<file path="config.mk">
export PLATFORM = sky130hd
export DESIGN_NAME = tlu_emulator
export DESIGN_NICKNAME = d
export VERILOG_FILES = /design/src/rtl/tlu_emulator_pkg.sv /design/src/rtl/tlu_emu_input_sync.sv /design/src/rtl/tlu_emulator.sv
export SDC_FILE = /design/constraint.sdc
export NUM_CORES = 1
export LEC_CHECK = 0
export ABC_AREA = 1
export CAP_MARGIN = 20
export CORE_ASPECT_RATIO = 0.6
export CORE_MARGIN = 2
export CORE_UTILIZATION = 30
export DETAILED_ROUTE_END_ITERATION = 7
export GPL_ROUTABILITY_DRIVEN = 0
export HOLD_SLACK_MARGIN = 0.15
export PLACE_DENSITY_LB_ADDON = 0.3
export SKIP_LAST_GASP = 1
export SYNTH_ARGS = -nofsm -noshare
export SYNTH_HDL_FRONTEND = slang
export SYNTH_HIERARCHICAL = 1
export SYNTH_SLANG_ARGS = --single-unit
</file>
<file path="constraint.sdc">
create_clock -name CLK -period 1.65 [get_ports CLK]
set_clock_uncertainty 0.2 [all_clocks]
set_input_delay 0.33 -clock CLK [delete_from_list [all_inputs] [get_ports CLK]]
set_output_delay 0.33 -clock CLK [all_outputs]
set_load 0.03 [all_outputs]
</file>
<file path="src/rtl/tlu_emulator_pkg.sv">
// Shared state encoding and default parameter values for the TLU emulator.
// No logic; imported by the emulator top.
// No flow control.
package tlu_emulator_pkg;

    localparam int DEF_TRIGGER_BITS   = 15;
    localparam int DEF_TIMEOUT_CYCLES = 1023;
    localparam int DEF_PULSE_CYCLES   = 4;
    localparam int DEF_RESET_CYCLES   = 8;

    // Wide enough for the largest allowed timeout (65535)
    localparam int CNT_W = 16;

    typedef enum logic [2:0] {
        ST_IDLE,
        ST_RESET_PULSE,
        ST_PULSE,
        ST_WAIT_BUSY,
        ST_SHIFT,
        ST_FINISH
    } state_t;

endpackage

</file>
<file path="src/rtl/tlu_emu_input_sync.sv">
// 2-FF synchronizer for an asynchronous line, with edge detect on the synced value.
// Latency: level 2 cycles; rise/fall valid in the same cycle the synced level changes.
// No backpressure; edges are single-cycle strobes.
module tlu_emu_input_sync (
    input  logic CLK,
    input  logic RST,
    input  logic async_in,
    output logic level,
    output logic rise,
    output logic fall
);

    logic meta;
    logic sync;
    logic sync_q;

    always_ff @(posedge CLK) begin
        if (RST) begin
            meta   <= 1'b0;
            sync   <= 1'b0;
            sync_q <= 1'b0;
        end else begin
            meta   <= async_in;
            sync   <= meta;
            sync_q <= sync;
        end
    end

    assign level = sync;
    assign rise  = sync & ~sync_q;
    assign fall  = ~sync & sync_q;

endmodule

</file>
<file path="src/rtl/tlu_emulator.sv">
// EUDET-style TLU emulator: trigger pulse or busy/clock handshake shifting out the trigger number.
// Latency: START -> TLU_TRIGGER 1 cycle; TLU_BUSY/TLU_CLOCK pin -> TLU_TRIGGER 3 cycles.
// START while not ready is dropped and counted in SKIPPED; RESET_ID is held until IDLE.
module tlu_emulator
    import tlu_emulator_pkg::*;
#(
    parameter int TRIGGER_BITS   = DEF_TRIGGER_BITS,
    parameter int TIMEOUT_CYCLES = DEF_TIMEOUT_CYCLES,
    parameter int PULSE_CYCLES   = DEF_PULSE_CYCLES,
    parameter int RESET_CYCLES   = DEF_RESET_CYCLES
) (
    input  logic                    CLK,
    input  logic                    RST,
    input  logic                    HANDSHAKE_MODE,
    input  logic                    START,
    input  logic                    RESET_ID,
    output logic                    TLU_TRIGGER,
    output logic                    TLU_RESET,
    input  logic                    TLU_BUSY,
    input  logic                    TLU_CLOCK,
    output logic [TRIGGER_BITS-1:0] TRIGGER_ID,
    output logic                    DONE,
    output logic [7:0]              SKIPPED,
    output logic                    TIMEOUT_ERR,
    output logic                    ACTIVE
);

    state_t                  state;
    logic [CNT_W-1:0]        cnt;
    logic [TRIGGER_BITS-1:0] shift_dat;
    logic                    reset_pend;

    logic busy_lvl, busy_rise, busy_fall;
    logic clk_lvl, clk_rise, clk_fall;
    logic unused_sync;

    tlu_emu_input_sync u_busy_sync (
        .CLK      (CLK),
        .RST      (RST),
        .async_in (TLU_BUSY),
        .level    (busy_lvl),
        .rise     (busy_rise),
        .fall     (busy_fall)
    );

    tlu_emu_input_sync u_clock_sync (
        .CLK      (CLK),
        .RST      (RST),
        .async_in (TLU_CLOCK),
        .level    (clk_lvl),
        .rise     (clk_rise),
        .fall     (clk_fall)
    );

    assign unused_sync = busy_rise ^ clk_lvl;

    logic reset_req;
    logic start_ok;
    logic clk_edge;
    logic timeout_hit;

    assign reset_req   = reset_pend | RESET_ID;
    assign start_ok    = (state == ST_IDLE) && !reset_req && !busy_lvl;
    assign clk_edge    = clk_rise | clk_fall;
    assign timeout_hit = (cnt == CNT_W'(TIMEOUT_CYCLES - 1));

    always_ff @(posedge CLK) begin
        if (RST) begin
            state       <= ST_IDLE;
            cnt         <= '0;
            shift_dat   <= '0;
            reset_pend  <= 1'b0;
            TLU_TRIGGER <= 1'b0;
            TLU_RESET   <= 1'b0;
            TRIGGER_ID  <= '0;
            DONE        <= 1'b0;
            SKIPPED     <= '0;
            TIMEOUT_ERR <= 1'b0;
            ACTIVE      <= 1'b0;
        end else begin
            DONE <= 1'b0;
            // Requests outside IDLE merge into one; IDLE clears it below when served
            if (RESET_ID) begin
                reset_pend <= 1'b1;
            end
            if (START && !start_ok && SKIPPED != 8'hFF) begin
                SKIPPED <= SKIPPED + 8'd1;
            end

            case (state)
                ST_IDLE: begin
                    if (reset_req) begin
                        reset_pend <= 1'b0;
                        TLU_RESET  <= 1'b1;
                        cnt        <= '0;
                        ACTIVE     <= 1'b1;
                        state      <= ST_RESET_PULSE;
                    end else if (START && !busy_lvl) begin
                        shift_dat   <= TRIGGER_ID;
                        TLU_TRIGGER <= 1'b1;
                        cnt         <= '0;
                        ACTIVE      <= 1'b1;
                        state       <= HANDSHAKE_MODE ? ST_WAIT_BUSY : ST_PULSE;
                    end
                end

                ST_RESET_PULSE: begin
                    if (cnt == CNT_W'(RESET_CYCLES - 1)) begin
                        TLU_RESET  <= 1'b0;
                        TRIGGER_ID <= '0;
                        ACTIVE     <= 1'b0;
                        state      <= ST_IDLE;
                    end else begin
                        cnt <= cnt + 1'b1;
                    end
                end

                ST_PULSE: begin
                    if (cnt == CNT_W'(PULSE_CYCLES - 1)) begin
                        TLU_TRIGGER <= 1'b0;
                        state       <= ST_FINISH;
                    end else begin
                        cnt <= cnt + 1'b1;
                    end
                end

                ST_WAIT_BUSY: begin
                    if (busy_lvl) begin
                        TLU_TRIGGER <= 1'b0;
                        cnt         <= '0;
                        state       <= ST_SHIFT;
                    end else if (timeout_hit) begin
                        // No busy answer: abandon this number without DONE
                        TIMEOUT_ERR <= 1'b1;
                        TLU_TRIGGER <= 1'b0;
                        TRIGGER_ID  <= TRIGGER_ID + 1'b1;
                        ACTIVE      <= 1'b0;
                        state       <= ST_IDLE;
                    end else begin
                        cnt <= cnt + 1'b1;
                    end
                end

                ST_SHIFT: begin
                    if (busy_fall) begin
                        TLU_TRIGGER <= 1'b0;
                        state       <= ST_FINISH;
                    end else if (timeout_hit && !clk_edge) begin
                        TIMEOUT_ERR <= 1'b1;
                        TLU_TRIGGER <= 1'b0;
                        state       <= ST_FINISH;
                    end else begin
                        // Zeros shift in, so edges past the last bit drive 0
                        if (clk_rise) begin
                            TLU_TRIGGER <= shift_dat[0];
                            shift_dat   <= shift_dat >> 1;
                        end
                        cnt <= clk_edge ? '0 : cnt + 1'b1;
                    end
                end

                ST_FINISH: begin
                    TLU_TRIGGER <= 1'b0;
                    TRIGGER_ID  <= TRIGGER_ID + 1'b1;
                    DONE        <= 1'b1;
                    ACTIVE      <= 1'b0;
                    state       <= ST_IDLE;
                end

                default: begin
                    TLU_TRIGGER <= 1'b0;
                    ACTIVE      <= 1'b0;
                    state       <= ST_IDLE;
                end
            endcase
        end
    end

endmodule

</file>
==> qor.txt, run 1 <==
full die area: 0.0138 mm²
Fillers: 1179
total CTS buffers: 9
Max-Cap Viols: 0
crit start category: flop
Total GRT Usage: 19.4%
setup slack at placement: -0.727 ns
Total Routed Length: 13500 µm
CP Depth: 11
Final Non-Filler Cells: 954
r2r startpoint: cnt[9]$_SDFFE_PP0P_
first-pass iteration count of the detailed router: 5
top sig layer: met4
clock slew at reported path FFs: 0.05 ns
post-route cell area: 0.00662 mm²
pin count of the biggest net entering global routing: 22
sequential share of power: 23.9%
CTS Hold Buffers Added: 0
Yosys warnings: 6
H-tree levels: 3
Static Leakage: 2.74 nW
combinational power share: 55.0%
DRC Markers: 0
clock network power share: 21.1%
Initial Utilization: 30.4%
Pwr per Cell Area: 1440 mW/mm²
global route total overflow: 0
Max clock buf depth: 2
height of the die: 91.9 µm
worst vdd rail ir drop: 0.808 mV
Buf/Inv on CP: 3
Tcrit/Tclk final: 114%
Avg WL per Cell: 14.2 µm
initial antenna violation count: 0
unrepaired setup endpoints after global routing: yes
syn_area_per_cell: 6.43 µm²
nature of the critical path endpoint: flop
placed cell count: 906
WS Path Type: reg2reg
CTS tree: yes
Via density: 4.83
f_max: 0.530 GHz
CP top delay family: simple AND/OR/NAND/NOR gates
Slew HR: 78.5%
DP Wirelength: 9300 µm
placed cell area: 0.00539 mm²
CP Data Required Time: 1.72 ns
fin nets: 790
delay of the slowest critical-path stage: 0.37 ns
Final setup viols: 59
multi-input logic area: 0.00275 mm²
Storage cell area: 0.00144 mm²
Setup crit start: cnt[9]$_SDFFE_PP0P_
hold path depth: 2
routed wl met3: 940 µm
worst min-delay path class: reg2reg
Met1 Routed Length: 6510 µm
Tmin final: 1.89 ns
vias in the first global route: 4393
row count: 32
Final WS setup: -0.235 ns
vias: 4611
area grow syn2layout: 71.5%
run status: finished, violations left
CP max-delay cell: dfxtp_1
Core ar.: 0.0127 mm²
violated checks: setup timing
critical path arrival: 1.95 ns
start point of the worst hold path: u_clock_sync/meta$_SDFF_PP0_
first-pass GRT wire length: 21400 µm
share of cells above drive strength 1: 45.5%
Sw Pwr: 3.86 mW
Boundary Pins: 35
Register-to-Register Path Depth: 11
iteration-0 DRC count of the detailed router: 382
cell internal pwr: 5.64 mW
crit-path max FO: 7
met2 WL: 5980 µm
# clock sinks: 69
Antenna Diode Count: 0
Die W: 150 µm
CTS root buf: clkbuf_16
antenna viol nets, final: 0
Final Hold Fails: 0
clock latency on the worst-skew pair: 0.33 ns
Slew Limit Fails: 0
Synth Instances: 600
synthesized area: 0.00386 mm²
# port buffers: 34
Mapped Nets: 611
ordered cell list for the critical path: nand2_1 -> inv_1 -> nand2_1 -> nor2_2 -> nand3_2 -> nand2_2 -> nor2_4 -> buf_12 -> a21oi_4 -> inv_2 -> nor2_1
switching part of the total power: 40.6%
Hold Slack: 0.199 ns
Least-Margin Pin Slew: 0.322 ns
CP dominant cell by count: nand2_1
==> tightest hold or removal path, cell delays in order, from the launching register on <==
cell and delay [ns]:
dfxtp_1 0.29, inv_1 0.04, nor2_1 0.03
==> registers in the layout (all words and copies together) (netlist names), 3 cells and up <==
name        count
TRIGGER_ID     15
shift_dat      15
cnt            16
state           3
SKIPPED         8
==> per-stage QoR <==
step	util, %	setup TNS [ns]	total power [mW]
5_1_grt	52.1	-11.81	10.0
2_1_floorplan	-	-0.0535	4.13
6_report	52.1	-7.14	9.50
3_5_place_dp	42.5	-24.95	5.60
4_1_cts	49.2	-6.32	9.08
3_3_place_gp	42.5	-22.72	5.53
==> power by group through the flow <==
stage | clock (mW) | sequential [mW] | combinational (mW)
6_report | 2.00 | 2.27 | 5.23
5_1_grt | 2.11 | 2.30 | 5.59
4_1_cts | 2.04 | 2.26 | 4.78
3_5_place_dp | 0 | 2.25 | 3.35
3_3_place_gp | 0 | 2.25 | 3.28
2_1_floorplan | 0 | 2.28 | 1.85
==> area by class of cell <==
| cell class | instances | share of cell area, % |
|---|---|---|
| tap | 170 | 3.21 |
| inverter | 81 | 5.09 |
| sequential | 69 | 21.8 |
| clock buffer | 10 | 3.61 |
| clock inverter | 6 | 1.06 |
| timing repair buffer | 185 | 23.8 |
| multi-input combinational | 433 | 41.5 |
==> final timing paths <==
| path | to | slack (ns) |
|---|---|---|
| worst min register to register | u_clock_sync/level$_SDFF_PP0_ | 0.20 |
| worst min-delay path | u_clock_sync/level$_SDFF_PP0_ | 0.20 |
| worst max-delay path | cnt[9]$_SDFFE_PP0P_ | -0.24 |
| worst max register to register | cnt[9]$_SDFFE_PP0P_ | -0.24 |
==> layer usage <==
metal,global-route usage [%],vias up
met3,4.68,16
met5,0,-
met1,28.6,2139
met4,4.48,0
li1,-,2300
met2,28.1,156
==> cell usage in the layout, fill, tap and decap left out, drive strengths merged, types with 2 or more instances in the layout <==
cell type,count
clkdlybuf4s50,4
nand3,46
a31oi,6
o21ai,33
clkdlybuf4s15,9
ha,4
nor3,12
inv,82
o21bai,2
nor4,2
clkbuf,12
dfxtp,69
clkinv,4
dlygate4sd2,13
nand4,18
nor2,83
nand2,156
xor2,9
xnor2,2
nand3b,3
buf,157
a21oi,52
==> what timing repair did <==
action / in CTS / in global routing
hold endpoints to repair: 0 / 0
pin swaps: 36 / 41
cloned: 5 / 0
endpoints found under the setup margin: 82 / 68
resized for setup: 157 / 107
buffers inserted: 17 / 14
Power figures use the tool's default switching activity.
==> run 2: changes to the inputs <==
--- a/config.mk
+++ b/config.mk
@@ -13,7 +13,7 @@
 export DETAILED_ROUTE_END_ITERATION = 7
 export GPL_ROUTABILITY_DRIVEN = 0
 export HOLD_SLACK_MARGIN = 0.15
-export PLACE_DENSITY_LB_ADDON = 0.3
+export PLACE_DENSITY = 0.5
 export SKIP_LAST_GASP = 1
 export SYNTH_ARGS = -nofsm -noshare
 export SYNTH_HDL_FRONTEND = slang
==> run 2 against run 1 <==
  * The run still ends with setup timing left
  * Global-route usage increased by 0.45 points
  * Register-to-register slack improved by 0.02 ns
  * Via count fell by 0.78%
  * First-iteration DRC count is 8.1% lower
  * Power decreased by 1.2%
  * Routed wire length rose by 0.24%
  * Clock power increased by 9%
  * Core utilization shrank 0.34 points
  * Fmax up 0.84%
  * Critical path type unchanged
==> qor.txt, run 2 (synthesized netlist as in run 1, its figures left out) <==
run status: finished, violations left
violated checks: setup timing
met2 GRT Util: 26.7% (-1.4 points)
total CTS buffers: 9 (unchanged)
Tcrit/Tclk final: 113% (-0.95 points)
Final setup viols: 44 (-25%)
H-tree levels: 3 (unchanged)
vias in the first global route: 4175 (-5.0%)
iteration-0 DRC count of the detailed router: 351 (-8.1%)
initial antenna violation count: 0 (unchanged)
full die area: 0.0138 mm² (unchanged)
CP max-delay cell: dfxtp_4
DRC Markers: 0 (unchanged)
area grow syn2layout: 70.4%
vias: 4575 (-0.78%)
CTS root buf: clkbuf_16
switching part of the total power: 39.3% (-1.2 points)
Sw Pwr: 3.69 mW (-4.2%)
Least-Margin Pin Slew: 0.361 ns (+0.0387 ns)
row count: 32 (unchanged)
busiest metal layer after global routing: met1
Max clock buf depth: 2 (unchanged)
Avg WL per Cell: 14.4 µm (+1.4%)
pin count of the biggest net entering global routing: 24 (+9.1%)
Boundary Pins: 35 (unchanged)
clock slew at reported path FFs: 0.06 ns (about the same)
clock network power share: 23.3% (+2.2 points)
Biggest register: cnt
DP Wirelength: 9590 µm (+3.2%)
hold path depth: 2 (unchanged)
f_max: 0.535 GHz (+0.84%)
GRT met3 Usage: 5.37% (+0.70 points)
height of the die: 91.9 µm (unchanged)
Slew HR: 76.0% (-2.4 points)
crit start category: flop
most common cell after layout, fill and taps aside: buf_4
worst vdd rail ir drop: 0.698 mV (-14%)
global route total overflow: 0 (unchanged)
# port buffers: 34 (unchanged)
CP Depth: 10 (-1)
Register-to-Register Path Depth: 10 (-1)
most frequent cells in the layout: 122 x buf_4, 119 x nand2_1, 61 x inv_1, 48 x nor2_1, 39 x dfxtp_1
combinational power share: 52.8% (-2.2 points)
unrepaired setup endpoints after global routing: yes
first-pass iteration count of the detailed router: 5 (unchanged)
crit-path max FO: 7 (unchanged)
Pwr per Cell Area: 1430 mW/mm² (-0.54%)
Final WS setup: -0.220 ns (+0.0158 ns)
cell internal pwr: 5.69 mW (+0.90%)
critical path arrival: 1.95 ns (about the same)
# clock sinks: 69 (unchanged)
ordered cell list for the critical path: nor2_1 -> nand2_2 -> nor2_4 -> nand3_2 -> nand2_2 -> nor2_4 -> buf_12 -> a21oi_4 -> inv_2 -> nor2_1
CP top delay family: simple AND/OR/NAND/NOR gates
setup TNS: -6.24 ns (+0.898 ns)
Final Hold Fails: 0 (unchanged)
Via density: 4.85 (+0.38%)
worst min-delay path class: reg2reg
WS Path Type: reg2reg
Max-Cap Viols: 0 (unchanged)
Total Routed Length: 13600 µm (+0.24%)
fin nets: 779 (-1.4%)
share of cells above drive strength 1: 45.0% (-0.52 points)
CP Data Required Time: 1.73 ns (about the same)
antenna viol nets, final: 0 (unchanged)
Slew Limit Fails: 0 (unchanged)
placed cell count: 904 (-0.22%)
Largest regs: cnt: 16 flops, TRIGGER_ID: 15 flops, shift_dat: 15 flops
Core ar.: 0.0127 mm² (unchanged)
Tmin final: 1.87 ns (-0.0157 ns)
max reg flops: 16 (unchanged)
Buf/Inv on CP: 2 (-1)
nature of the critical path endpoint: flop
Antenna Diode Count: 0 (unchanged)
Total GRT Usage: 19.8% (+0.45 points)
clock latency on the worst-skew pair: 0.34 ns (about the same)
Initial Utilization: 30.4% (unchanged)
sequential share of power: 23.9% (about the same)
delay of the slowest critical-path stage: 0.36 ns (about the same)
met1 Use GR: 30.7% (+2.0 points)
Static Leakage: 2.69 nW (-1.7%)
Die W: 150 µm (unchanged)
first-pass GRT wire length: 21200 µm (-0.68%)
CTS tree: yes
Final Non-Filler Cells: 943 (-1.2%)
run 2: cell types whose count changed in the layout (fill, tap and decap cells not counted), moves of 5 or more:
| cell | delta |
|---|---|
| buf_4 | -15 |
| inv_1 | -5 |
| inv_2 | +6 |
| o21ai_1 | +10 |
| o21ai_2 | -8 |
| o21ai_4 | -6 |
run 2: through the flow:
stage               setup slack, ns  hold slack [ns]  power [mW]  area (µm²)  util (%)
detailed placement           -0.653            0.190        5.73        5370      42.3
CTS                          -0.223            0.199        8.68        6150      48.5
global placement             -0.595            0.187        5.68        5370      42.3
floorplan                   -0.0148            0.181        4.13        3990         -
finish                       -0.220            0.195        9.39        6580      51.8
global route                 -0.324            0.240        9.96        6580      51.8
run 2: worst paths after layout:
check	startpoint	end	slack, ns
setup reg to reg	cnt[6]$_SDFFE_PP0P_	cnt[11]$_SDFFE_PP0P_	-0.22
hold reg to reg	u_clock_sync/meta$_SDFF_PP0_	u_clock_sync/level$_SDFF_PP0_	0.19
hold / removal	u_clock_sync/meta$_SDFF_PP0_	u_clock_sync/level$_SDFF_PP0_	0.19
setup / recovery	cnt[6]$_SDFFE_PP0P_	cnt[11]$_SDFFE_PP0P_	-0.22
run 2: power groups by stage:
stage | Sequential (mW) | Combinational (mW) | Clock (mW)
2_1_floorplan | 2.28 | 1.85 | 0
3_3_place_gp | 2.24 | 3.44 | 0
3_5_place_dp | 2.24 | 3.50 | 0
4_1_cts | 2.23 | 4.24 | 2.21
5_1_grt | 2.28 | 5.37 | 2.30
6_report | 2.24 | 4.96 | 2.18
run 2: repair_timing:
item | in CTS | in global routing
setup buffers | 15 | 7
pin swaps | 56 | 41
endpoints found under the setup margin | 82 | 74
cloned | 0 | 2
hold buffers | 0 | 0
gates resized for setup | 143 | 124
run 2: layout make-up:
cell class                      count  area, µm²
Fill cell                        1203       6120
Multi-Input combinational cell    433       2710
Timing Repair Buffer              174       1540
Sequential cell                    69       1450
Inverter                           81        334
Clock buffer                       10        239
Tap cell                          170        213
Clock inverter                      6       93.8
run 2: worst reg2reg max path, cell delays in order (launching register included):
cell and delay, ns:
dfxtp_4 0.36, nor2_1 0.13, nand2_2 0.11, nor2_4 0.18, nand3_2 0.12, nand2_2 0.10
nor2_4 0.04, buf_12 0.14, a21oi_4 0.25, inv_2 0.10, nor2_1 0.09
run 2: per-layer routing:
layer,vias to the layer above,routed length [µm]
met3,15,1020
met2,145,5370
met4,0,133
met1,2133,7060
li1,2282,-
met5,-,0
==> run 3: changes to the inputs <==
--- a/config.mk
+++ b/config.mk
@@ -9,13 +9,15 @@
 export CAP_MARGIN = 20
 export CORE_ASPECT_RATIO = 0.6
 export CORE_MARGIN = 2
-export CORE_UTILIZATION = 30
+export CORE_UTILIZATION = 41
 export DETAILED_ROUTE_END_ITERATION = 7
 export GPL_ROUTABILITY_DRIVEN = 0
 export HOLD_SLACK_MARGIN = 0.15
-export PLACE_DENSITY = 0.5
+export PLACE_DENSITY = 0.63
 export SKIP_LAST_GASP = 1
+export SLEW_MARGIN = 5
 export SYNTH_ARGS = -nofsm -noshare
 export SYNTH_HDL_FRONTEND = slang
 export SYNTH_HIERARCHICAL = 1
 export SYNTH_SLANG_ARGS = --single-unit
+export TNS_END_PERCENT = 5
==> run 3 against run 2 <==
  * The run still ends with setup timing left
  * Global-route usage increased by 4.7 points
  * Sequential power about the same
  * Power fell by 17%
  * Core utilization up 10 points
  * Routed wire length down 11%
  * Critical path depth down 9
  * First-iteration DRC count increased by 26%
  * Clock power about the same
  * Largest power group unchanged
==> qor.txt, run 3 (synthesized netlist as in run 1, its figures left out) <==
run status: finished, violations left
violated checks: setup timing
CP Data Required Time: 1.12 ns (-0.61 ns)
nature of the critical path endpoint: output pin
crit start category: flop
full die area: 0.0102 mm² (-26%)
met1 Use GR: 37.6% (+7.0 points)
initial antenna violation count: 0 (unchanged)
Final setup viols: 76 (+73%)
met2 GRT Util: 33.8% (+7.1 points)
DRC Markers: 0 (unchanged)
WS Path Type: reg2out
Die W: 129 µm (-14%)
total CTS buffers: 9 (unchanged)
GRT met3 Usage: 6.06% (+0.69 points)
Fillers: 835 (-31%)
Buf/Inv on CP: 1 (-1)
final core occ: 62.2% (+10 points)
Tmin final: 1.92 ns (+0.0498 ns)
Biggest register: cnt
busiest metal layer after global routing: met1
delay of the slowest critical-path stage: 0.68 ns (+0.32 ns)
iteration-0 DRC count of the detailed router: 443 (+26%)
most common cell after layout, fill and taps aside: nand2_1
Pwr per Cell Area: 1370 mW/mm² (-3.7%)
critical path arrival: 1.39 ns (-0.56 ns)
f_max: 0.521 GHz (-2.6%)
Core ar.: 0.00916 mm² (-28%)
fin nets: 746 (-4.2%)
setup TNS: -11.05 ns (-4.80 ns)
Via density: 5.07 (+4.4%)
Max clock buf depth: 2 (unchanged)
most frequent cells in the layout: 149 x nand2_1, 103 x buf_4, 71 x inv_1, 62 x nor2_1, 49 x dfxtp_1
Largest regs: cnt: 16 flops, TRIGGER_ID: 15 flops, shift_dat: 15 flops
vias in the first global route: 4011 (-3.9%)
vias: 4408 (-3.7%)
setup slack at placement: -0.600 ns (+0.0532 ns)
worst min-delay path class: reg2reg
Slew HR: 73.2% (-2.8 points)
Initial Utilization: 42.1% (+12 points)
unrepaired setup endpoints after global routing: yes
height of the die: 79.1 µm (-14%)
crit-path max FO: 2 (-5)
clock latency on the worst-skew pair: 0.34 ns (about the same)
Total GRT Usage: 24.5% (+4.7 points)
Storage cell area: 0.00142 mm² (-1.6%)
Final WS setup: -0.269 ns (-0.0498 ns)
row count: 27 (-16%)
max reg flops: 16 (unchanged)
# clock sinks: 69 (unchanged)
Slew Limit Fails: 0 (unchanged)
worst vdd rail ir drop: 0.797 mV (+14%)
area grow syn2layout: 47.5%
H-tree levels: 3 (unchanged)
pin count of the biggest net entering global routing: 24 (unchanged)
Least-Margin Pin Slew: 0.398 ns (+0.0374 ns)
DP Wirelength: 9320 µm (-2.8%)
total power: 7.82 mW (-17%)
# port buffers: 34 (unchanged)
Hold Slack: 0.193 ns (-0.00166 ns)
global route total overflow: 0 (unchanged)
clock slew at reported path FFs: 0.07 ns (about the same)
ordered cell list for the critical path: clkdlybuf4s50_1
first-pass iteration count of the detailed router: 5 (unchanged)
Avg WL per Cell: 13.9 µm (-3.2%)
first-pass GRT wire length: 19500 µm (-8.0%)
CTS tree: yes
CP top delay family: buffers and inverters
Antenna Diode Count: 0 (unchanged)
Tcrit/Tclk final: 116% (+3.0 points)
share of cells above drive strength 1: 27.6% (-17 points)
multi-input logic area: 0.00223 mm² (-18%)
CP max-delay cell: clkdlybuf4s50_1
Boundary Pins: 35 (unchanged)
Static Leakage: 2.42 nW (-10%)
Final Hold Fails: 0 (unchanged)
CTS root buf: clkbuf_16
Max-Cap Viols: 0 (unchanged)
antenna viol nets, final: 0 (unchanged)
Total Routed Length: 12100 µm (-11%)
## run 3: timing repair
action,4_1_cts,5_1_grt
gates resized for setup,13,40
endpoints found under the setup margin,82,81
hold buffers,0,0
buffers inserted,0,1
pin swaps,0,7
## run 3: final cells by class
cell class | count | share of cell area, %
clock buffer | 9 | 3.96
clock inverter | 7 | 1.87
inverter | 81 | 5.50
multi-input combinational | 433 | 39.1
sequential | 69 | 25.0
tap | 130 | 2.86
timing repair buffer | 141 | 21.7
## run 3: metrics by stage
step                cell area [µm²]  cells
CTS                            5560    869
finish                         5690    870
global placement               5230    853
floorplan                      3960    600
detailed placement             5230    853
global route                   5690    870
## run 3: where the power goes
part           leakage, nW  switching [mW]  internal (mW)
combinational         1.68            1.95           1.45
sequential           0.573           0.235           2.00
clock                0.163           0.828           1.35
total                 2.42            3.01           4.81
## run 3: final timing paths
check | from | to | slack, ns | depth (start not counted)
setup reg to reg | cnt[0]$_SDFFE_PP0P_ | cnt[6]$_SDFFE_PP0P_ | -0.23 | 10
setup / recovery | TLU_TRIGGER$_SDFFE_PP0P_ | TLU_TRIGGER | -0.27 | 1
hold / removal | u_busy_sync/meta$_SDFF_PP0_ | u_busy_sync/level$_SDFF_PP0_ | 0.19 | 2
hold reg to reg | u_busy_sync/meta$_SDFF_PP0_ | u_busy_sync/level$_SDFF_PP0_ | 0.19 | 2
## run 3: layer usage
metal	wire, µm	vias to the layer above
met4	99	0
li1	-	2210
met1	6180	2006
met2	4810	182
met5	0	-
met3	1040	10
## run 3: worst min-delay path, stage by stage (launching register included)
cell,delay (ns)
dfxtp_1,0.29
inv_1,0.04
nor2_1,0.03
